File: src/rtl/multicycle_controller.sv
// Multi-cycle MIPS control FSM (Moore style).
// Sequences the shared ALU, unified memory and the PC/IR/register-file write
// enables over 3-5 cycles per instruction. Memory accesses in FETCH, MEMRD and
// MEMWR wait on mem_ready. While rst_n is low every output is forced to 0.
//
// Handshake: the memory access request (MemRead/MemWrite plus IorD) is held
// steady from the first cycle of an access until the cycle where mem_ready=1.
// That cycle completes the transfer. Any write enable that depends on the
// transfer (IRWrite/PCWrite in FETCH, instr_done in MEMWR) asserts only then.
module multicycle_controller (
   input  logic       clk,
   input  logic       rst_n,
   input  logic [5:0] op,
   input  logic       mem_ready,
   output logic       PCWrite,
   output logic       PCWriteCond,
   output logic       IorD,
   output logic       MemRead,
   output logic       MemWrite,
   output logic       IRWrite,
   output logic       MemtoReg,
   output logic       RegWrite,
   output logic       RegDst,
   output logic       ALUSrcA,
   output logic [1:0] ALUSrcB,
   output logic [1:0] ALUOp,
   output logic [1:0] PCSource,
   output logic [3:0] state,
   output logic       instr_done,
   output logic       illegal_op
);

   localparam logic [5:0] OP_RTYPE = 6'b000000;
   localparam logic [5:0] OP_LW    = 6'b100011;
   localparam logic [5:0] OP_SW    = 6'b101011;
   localparam logic [5:0] OP_BEQ   = 6'b000100;
   localparam logic [5:0] OP_J     = 6'b000010;
   localparam logic [5:0] OP_ADDI  = 6'b001000;

   typedef enum logic [3:0] {
      S_FETCH  = 4'd0,
      S_DECODE = 4'd1,
      S_MEMADR = 4'd2,
      S_MEMRD  = 4'd3,
      S_MEMWB  = 4'd4,
      S_MEMWR  = 4'd5,
      S_EXEC   = 4'd6,
      S_ALUWB  = 4'd7,
      S_BRANCH = 4'd8,
      S_JUMP   = 4'd9,
      S_ADDIEX = 4'd10,
      S_ADDIWB = 4'd11
   } state_t;

   state_t state_q, state_d;

   // State register; reset returns to FETCH immediately.
   always_ff @(posedge clk or negedge rst_n) begin
      if (!rst_n) state_q <= S_FETCH;
      else        state_q <= state_d;
   end

   // Next-state and control decode; reset overrides every output to 0.
   always_comb begin
      state_d     = S_FETCH;
      PCWrite     = 1'b0;
      PCWriteCond = 1'b0;
      IorD        = 1'b0;
      MemRead     = 1'b0;
      MemWrite    = 1'b0;
      IRWrite     = 1'b0;
      MemtoReg    = 1'b0;
      RegWrite    = 1'b0;
      RegDst      = 1'b0;
      ALUSrcA     = 1'b0;
      ALUSrcB     = 2'b00;
      ALUOp       = 2'b00;
      PCSource    = 2'b00;
      instr_done  = 1'b0;
      illegal_op  = 1'b0;
      case (state_q)
         S_FETCH: begin
            MemRead = 1'b1;
            ALUSrcB = 2'b01;
            IRWrite = mem_ready;
            PCWrite = mem_ready;
            state_d = mem_ready ? S_DECODE : S_FETCH;
         end
         S_DECODE: begin
            // Branch target is computed speculatively into ALUOut here.
            ALUSrcB = 2'b11;
            case (op)
               OP_LW, OP_SW: state_d = S_MEMADR;
               OP_RTYPE:     state_d = S_EXEC;
               OP_BEQ:       state_d = S_BRANCH;
               OP_J:         state_d = S_JUMP;
               OP_ADDI:      state_d = S_ADDIEX;
               default: begin
                  illegal_op = 1'b1;
                  state_d    = S_FETCH;
               end
            endcase
         end
         S_MEMADR: begin
            ALUSrcA = 1'b1;
            ALUSrcB = 2'b10;
            if (op == OP_LW)      state_d = S_MEMRD;
            else if (op == OP_SW) state_d = S_MEMWR;
            else                  state_d = S_FETCH;
         end
         S_MEMRD: begin
            MemRead = 1'b1;
            IorD    = 1'b1;
            state_d = mem_ready ? S_MEMWB : S_MEMRD;
         end
         S_MEMWB: begin
            MemtoReg   = 1'b1;
            RegWrite   = 1'b1;
            instr_done = 1'b1;
         end
         S_MEMWR: begin
            MemWrite   = 1'b1;
            IorD       = 1'b1;
            instr_done = mem_ready;
            state_d    = mem_ready ? S_FETCH : S_MEMWR;
         end
         S_EXEC: begin
            ALUSrcA = 1'b1;
            ALUOp   = 2'b10;
            state_d = S_ALUWB;
         end
         S_ALUWB: begin
            RegDst     = 1'b1;
            RegWrite   = 1'b1;
            instr_done = 1'b1;
         end
         S_BRANCH: begin
            ALUSrcA     = 1'b1;
            ALUOp       = 2'b01;
            PCWriteCond = 1'b1;
            PCSource    = 2'b01;
            instr_done  = 1'b1;
         end
         S_JUMP: begin
            PCWrite    = 1'b1;
            PCSource   = 2'b10;
            instr_done = 1'b1;
         end
         S_ADDIEX: begin
            ALUSrcA = 1'b1;
            ALUSrcB = 2'b10;
            state_d = S_ADDIWB;
         end
         S_ADDIWB: begin
            RegWrite   = 1'b1;
            instr_done = 1'b1;
         end
         default: ; // codes 12-15: all outputs 0, back to FETCH
      endcase
      if (!rst_n) begin
         PCWrite     = 1'b0;
         PCWriteCond = 1'b0;
         IorD        = 1'b0;
         MemRead     = 1'b0;
         MemWrite    = 1'b0;
         IRWrite     = 1'b0;
         MemtoReg    = 1'b0;
         RegWrite    = 1'b0;
         RegDst      = 1'b0;
         ALUSrcA     = 1'b0;
         ALUSrcB     = 2'b00;
         ALUOp       = 2'b00;
         PCSource    = 2'b00;
         instr_done  = 1'b0;
         illegal_op  = 1'b0;
      end
   end

   assign state = state_q;

endmodule

File: config.mk
export PLATFORM = sky130hd
export DESIGN_NAME = multicycle_controller
export DESIGN_NICKNAME = d
export VERILOG_FILES = /design/src/rtl/multicycle_controller.sv
export SDC_FILE = /design/constraint.sdc
export NUM_CORES = 1
export LEC_CHECK = 0
export CAP_MARGIN = 10
export CORE_MARGIN = 2
export CORE_UTILIZATION = 35
export DETAILED_ROUTE_END_ITERATION = 10
export PLACE_DENSITY = 0.77
export SLEW_MARGIN = 25
export SYNTH_ARGS = -nofsm -noshare
export SYNTH_HDL_FRONTEND = slang
export SYNTH_SLANG_ARGS = --single-unit
File: constraint.sdc
create_clock -name clk -period 1.75 [get_ports clk]
set_clock_uncertainty 0.05 [all_clocks]
set_input_delay 0.525 -clock clk [delete_from_list [all_inputs] [get_ports clk]]
set_output_delay 0.525 -clock clk [all_outputs]
set_load 0.05 [all_outputs]
==> impl_metrics.json, run 1 <==
{
  "ys.flop_type": "dfrtp_1",
  "ys_types": 38,
  "avgSynthCellArea_sq_um": 7.832,
  "tool.error": "[ERROR DPL-0033] detailed placement checks failed during check placement.",
  "synthCells": 77,
  "dp_hpwl_um": 3037,
  "synth-edff-count": 0,
  "synth_nets": 86,
  "synth_seq_cells": 4,
  "outcome": "stopped before the end",
  "rows": 14,
  "numPortBuffers": 30,
  "failed_stage": "3_5_place_dp",
  "gp_congestion": 0.9467,
  "chipHeight_um": 45.51,
  "initial_utilization_pct": 38.68,
  "die_w_um": 45.51,
  "async_reset_ff_share_pct": 100.0,
  "syn_area_sq_um": 603.1,
  "yosysWarnings": 0,
  "io_pins": 31,
  "yosysSeqAreaShare_pct": 16.60
}
[stage by stage]
| stage | instance area [sq um] | std cells | hold slack (ns) |
|---|---|---|---|
| after floorplan | 799.5 | 77 | 0.1794 |
| after global placement | 1541 | 156 | 0.7397 |
[Yosys cell counts, types with 2 or more instances]
cell type	count	area share, %
buf_4	4	5.0
nand3_1	3	2.5
nor3_1	6	5.0
nor3b_1	2	2.5
inv_1	3	1.9
and3_1	2	2.1
o21ai_0	4	3.3
nor2b_1	4	4.1
nor2_1	8	5.0
nand2b_1	3	3.1
buf_6	2	3.7
dfrtp_1	4	17
nand2_1	4	2.5
a21oi_1	3	2.5
or2_1	2	2.1
[kinds of logic after synthesis]
logic type / count (synthesis) / synth area share (%)
xor+xnor: 2 / 2.905
simple gates: 45 / 47.51
flops: 4 / 16.60
compound gates: 16 / 21.58
buf+inv: 10 / 11.41
==> inputs of run 2 (changes only) <==
--- a/config.mk
+++ b/config.mk
@@ -6,10 +6,10 @@
 export NUM_CORES = 1
 export LEC_CHECK = 0
 export CAP_MARGIN = 10
-export CORE_MARGIN = 2
-export CORE_UTILIZATION = 35
+export CORE_AREA = 2 2 63 65
 export DETAILED_ROUTE_END_ITERATION = 10
-export PLACE_DENSITY = 0.77
+export DIE_AREA = 0 0 65 67
+export PLACE_DENSITY_LB_ADDON = 0.15
 export SLEW_MARGIN = 25
 export SYNTH_ARGS = -nofsm -noshare
 export SYNTH_HDL_FRONTEND = slang
==> constraint.sdc (replaced) <==
create_clock -name clk -period 2.27 [get_ports clk]
set_clock_uncertainty 0.05 [all_clocks]
set_input_delay 0.681 -clock clk [delete_from_list [all_inputs] [get_ports clk]]
set_output_delay 0.681 -clock clk [all_outputs]
set_load 0.05 [all_outputs]
==> run 2 against run 1 <==
Net effect: the flow now finishes, with violations (setup timing); synthesized cell count unchanged; area after synthesis unchanged.
==> impl_metrics.json, run 2 <==
{
  "gp_congestion": 0.8300,
  "final_area_sq_mm": 0.001615,
  "dp_worst_setup_slack_ns": -0.5503,
  "synthCells": 77,
  "startpoint": "op[4]",
  "largest_reg_flops": 4,
  "report.power.total_mw": 0.4874,
  "power_per_cell_area_mw_per_mm2": 301.8,
  "worst-path-max-fanout": 3,
  "initial_utilization_pct": 16.72,
  "avgRoutedWirePerCell_um": 11.83,
  "setup_violations": 1,
  "core_area_sq_mm": 0.003606,
  "rows": 22,
  "cts_tree": "done",
  "synth_seq_cells": 4,
  "cts.sinks": 4,
  "synth-edff-count": 0,
  "grt_antenna_before_repair": 0,
  "finalHoldViolCount": 0,
  "peakVddDrop_mv": 0.1414,
  "synth_common_cells": "8 x nor2_1, 6 x nor3_1",
  "grt_max_degree": 11,
  "cts_buffers": 3,
  "io_pins": 31,
  "path_cells": "buf_6 -> or3_4 -> nor3_4 -> a21oi_2 -> nor4b_4 -> buf_6",
  "numPortBuffers": 30,
  "power.leakage_nw": 0.6680,
  "routed_wl_um": 2213,
  "maxCapViolCount": 0,
  "htreeDepth": 1,
  "rsz0062_at_grt": "true",
  "grt_pass1_vias": 798,
  "syn_area_sq_um": 603.1,
  "detail-route-antenna-nets": 0,
  "final_common_cell": "buf_4",
  "avgSynthCellArea_sq_um": 7.832,
  "synth_most_common_cell": "nor2_1",
  "dr.pass1.iters": 4,
  "drcViolationCount": 0,
  "die_w_um": 65,
  "hold_class": "input port to asynchronous set/reset pin",
  "grt_util_met3_pct": 0.6757,
  "tightest_slew_ns": 0.3179,
  "yosysSeqAreaShare_pct": 16.60,
  "met2_usage_pct": 18.30,
  "grtUsageTotal_pct": 10.52,
  "r2r-start": "state[1]",
  "cts_buffer_depth": 2,
  "post-route-min-period_ns": 2.402,
  "finalMaxSlewViolations": 0,
  "max_stage_delay_ns": 0.41,
  "yosysWarnings": 0,
  "first_iter_violations": 11,
  "clkTransAtPathRegs_ns": 0.03,
  "relSlewSlack_pct": 78.57,
  "clk_latency_ns": 0.22,
  "post_drt_via_cell_ratio": 4.267,
  "crit_slowest_cell": "or3_4",
  "synthTopCellsByArea": "dfrtp_1 17%, nor3_1 5.0%, buf_4 5.0%",
  "yosys.area.top_type_share_pct": 16.60,
  "ys.flop_type": "dfrtp_1",
  "grt_first_pass_wirelength_um": 3657,
  "drive_gt1_share_pct": 76.98,
  "fin_crit_sh_pct": 105.8,
  "ys_types": 38,
  "final_cell_mix": "31 x buf_4, 20 x buf_12, 9 x buf_6",
  "final_net_count": 149,
  "synth_area_leader_cell": "dfrtp_1",
  "violations": "setup timing",
  "fin_setup_tns_ns": -0.1319,
  "grt_most_used_layer": "met2",
  "cp_common_cell": "buf_6",
  "placed_cell_area_sq_mm": 0.001369,
  "die-area_sq_mm": 0.004355,
  "worst_ep_arrival_time_ns": 1.67,
  "chipHeight_um": 67,
  "critPathKind": "input port to output port",
  "fmax_mhz": 416.3,
  "worst_ep_required_time_ns": 1.54,
  "startpoint_type": "input port",
  "synth_nets": 86,
  "outcome": "finished with violations",
  "worst_slack_ns": -0.1319,
  "use_met1_pct": 13.36,
  "insertedDiodeCount": 0,
  "via_count": 798,
  "dp_hpwl_um": 1711,
  "worst_setup_path_end_kind": "output port",
  "nFillCells": 352,
  "cts_root_buffer": "clkbuf_8",
  "areaGrowthSynthToFinish_pct": 167.8,
  "async_reset_ff_share_pct": 100.0,
  "grt_overflow": 0
}
run 2: cell counts after synthesis:
No cell type changed its count.
run 2: where the power goes:
part           internal (mW)  leakage [nW]  switching, mW  total [mW]
clock network          0.120        0.0228         0.0394       0.159
logic                  0.121         0.597          0.121       0.243
registers             0.0752        0.0481         0.0102      0.0854
total                  0.317         0.668          0.171       0.487
run 2: worst paths after layout:
path	depth (start not counted)	slack, ns	endpoint
setup / recovery	6	-0.13	illegal_op
hold / removal	3	0.41	state[3]
setup reg to reg	5	0.65	state[0]
hold reg to reg	3	0.71	state[3]
max in group asynchronous	3	1.64	state[0]
min in group clk	3	0.71	state[3]
run 2: critical path: cells and delay by family:
| family | cells | cell delay (ns) |
|---|---|---|
| AO/OA/AOI/OAI | 1 | 0.05 |
| buffers and inverters | 2 | 0.24 |
| AND/OR/NAND/NOR | 3 | 0.70 |
run 2: timing repair:
action / in CTS / in global routing
buffers inserted: 8 / 5
resized for setup: 37 / 19
hold endpoints to repair: 0 / 0
setup endpoints to repair: 18 / 15
hold buffers: 0 / 0
pin swaps: 11 / 14
run 2: metal layers:
metal	vias to the layer above	part of all wire (%)
met4	0	0.81
met1	373	44
li1	403	-
met2	20	52
met3	2	2.5
met5	-	0
run 2: layout make-up:
cell class / count / area (sq um) / area share (%)
inverters: 3 / 11.26 / 0.6971
clock buffers: 4 / 45.04 / 2.789
multi-input cells: 63 / 630.6 / 39.04
flip-flops and latches: 4 / 105.1 / 6.507
repair buffers: 65 / 763.2 / 47.25
well taps: 48 / 60.06 / 3.718
run 2: cell families after synthesis:
family                    Yosys count  synth area share [%]
buffers and inverters              10                 11.41
and+or+nand+nor                    45                 47.51
AOI/OAI and AO/OA                  16                 21.58
xor gates and xnor gates            2                 2.905
DFF                                 4                 16.60
run 2: stage by stage:
| stage | hold slack (ns) | util [%] | instances |
|---|---|---|---|
| 6_report | 0.4142 | 44.80 | 187 |
| 4_1_cts | 0.4058 | 42.40 | 182 |
| 3_3_place_gp | 0.7225 | 37.96 | 170 |
| 2_1_floorplan | 0.3354 | - | 77 |
| 3_5_place_dp | 0.7098 | 37.96 | 170 |
| 5_1_grt | 0.4215 | 44.80 | 187 |
Power figures use the tool's default switching activity.
==> inputs of run 3 (changes only) <==
--- a/config.mk
+++ b/config.mk
@@ -10,6 +10,7 @@
 export DETAILED_ROUTE_END_ITERATION = 10
 export DIE_AREA = 0 0 65 67
 export PLACE_DENSITY_LB_ADDON = 0.15
+export RECOVER_POWER = 100
 export SLEW_MARGIN = 25
 export SYNTH_ARGS = -nofsm -noshare
 export SYNTH_HDL_FRONTEND = slang
==> run 3 against run 2 <==
Net effect: count of clock-buffer cells in the layout unchanged; final cell count unchanged; core utilization decreased by 0.21 points; largest power group unchanged; the flow still finishes with violations (setup timing).
==> impl_metrics.json, run 3 (same netlist as run 2, synthesis figures left out) <==
{
  "cts.sinks": 4,
  "fin_util_pct": 44.59,
  "r2r-start": "state[1]",
  "met2_usage_pct": 18.30,
  "drive_gt1_share_pct": 76.26,
  "final_common_cell": "buf_4",
  "cts_buffer_depth": 2,
  "numPortBuffers": 30,
  "use_met1_pct": 13.36,
  "startpoint": "op[4]",
  "largest_reg_flops": 4,
  "post-route-min-period_ns": 2.402,
  "clk_latency_ns": 0.22,
  "avgRoutedWirePerCell_um": 11.81,
  "worst_ep_required_time_ns": 1.54,
  "dr.pass1.iters": 4,
  "startpoint_type": "input port",
  "finalMaxSlewViolations": 0,
  "detail-route-antenna-nets": 0,
  "grt_pass1_vias": 798,
  "insertedDiodeCount": 0,
  "first_iter_violations": 10,
  "gp_congestion": 0.8300,
  "grtUsageTotal_pct": 10.52,
  "worst_slack_ns": -0.1319,
  "violations": "setup timing",
  "core_area_sq_mm": 0.003606,
  "die-area_sq_mm": 0.004355,
  "dp_cells": 170,
  "post_drt_via_cell_ratio": 4.273,
  "worst_setup_path_end_kind": "output port",
  "drcViolationCount": 0,
  "worst_ep_arrival_time_ns": 1.67,
  "final_area_sq_mm": 0.001608,
  "grt_overflow": 0,
  "clkTransAtPathRegs_ns": 0.03,
  "routed_wl_um": 2209,
  "outcome": "finished with violations",
  "io_pins": 31,
  "htreeDepth": 1,
  "maxCapViolCount": 0,
  "initial_utilization_pct": 16.72,
  "grt_first_pass_wirelength_um": 3657,
  "fmax_mhz": 416.3,
  "dp_worst_setup_slack_ns": -0.5503,
  "final_net_count": 149,
  "cts_root_buffer": "clkbuf_8",
  "final_cells": 187,
  "setup_violations": 9,
  "tightest_slew_ns": 0.3179,
  "rows": 22,
  "hold_buffers": 0,
  "hold_class": "input port to asynchronous set/reset pin",
  "areaGrowthSynthToFinish_pct": 166.6,
  "die_w_um": 65,
  "peakVddDrop_mv": 0.1413,
  "rsz0062_at_grt": "true",
  "finalHoldViolCount": 0,
  "grt_max_degree": 11,
  "power_per_cell_area_mw_per_mm2": 302.3,
  "dp_hpwl_um": 1711,
  "relSlewSlack_pct": 78.57,
  "grt_antenna_before_repair": 0,
  "placed_cell_area_sq_mm": 0.001369,
  "worst-path-max-fanout": 3,
  "report.power.total_mw": 0.4860,
  "via_count": 799,
  "final_cell_mix": "31 x buf_4, 20 x buf_12, 8 x buf_6",
  "power.leakage_nw": 0.6632,
  "fin_setup_tns_ns": -0.5503,
  "critPathKind": "input port to output port",
  "cts_buffers": 3,
  "chipHeight_um": 67,
  "hold_slack_ns": 0.5185,
  "grt_util_met3_pct": 0.6757,
  "fin_crit_sh_pct": 105.8,
  "cts_tree": "done",
  "grt_most_used_layer": "met2"
}
## run 3: changes by cell type in the layout (fill, tap and decap cells not counted), sizes merged
cell,change
buf,-1
clkbuf,+1
## run 3: worst max-delay path: stages
cell	delay (ns)
buf_6	0.09
or3_4	0.41
nor3_4	0.16
a21oi_2	0.05
nor4b_4	0.13
buf_6	0.15
## run 3: path summary, 6_finish.rpt
check | slack, ns | cells past startpoint | endpoint
max | -0.13 | 6 | illegal_op
min | 0.52 | 3 | state[3]
max reg2reg | 0.65 | 5 | state[0]
min reg2reg | 0.71 | 3 | state[3]
max in group asynchronous | 1.53 | 3 | state[0]
min in group clk | 0.71 | 3 | state[3]
## run 3: report_power, final
| part | leakage [nW] | switching [mW] | internal, mW |
|---|---|---|---|
| combinational | 0.592 | 0.121 | 0.120 |
| sequential | 0.0481 | 0.0102 | 0.0752 |
| clock | 0.0228 | 0.0394 | 0.120 |
## run 3: layer usage
layer	vias up	wire length, um
met1	374	975
met3	2	56
met2	20	1159
met5	-	0
met4	0	18
li1	403	-
## run 3: final cells by class
class	count	area [sq um]
fill	354	1998
sequential	4	105.1
timing repair buffer	65	755.7
inverter	3	11.26
tap	48	60.06
clock buffer	4	45.04
multi-input combinational	63	630.6
## run 3: timing repair
item | 4_1_cts | 5_1_grt
setup buffers | 8 | 5
setup endpoints to repair | 18 | 15
pin swaps | 11 | 14
gates resized for setup | 37 | 19
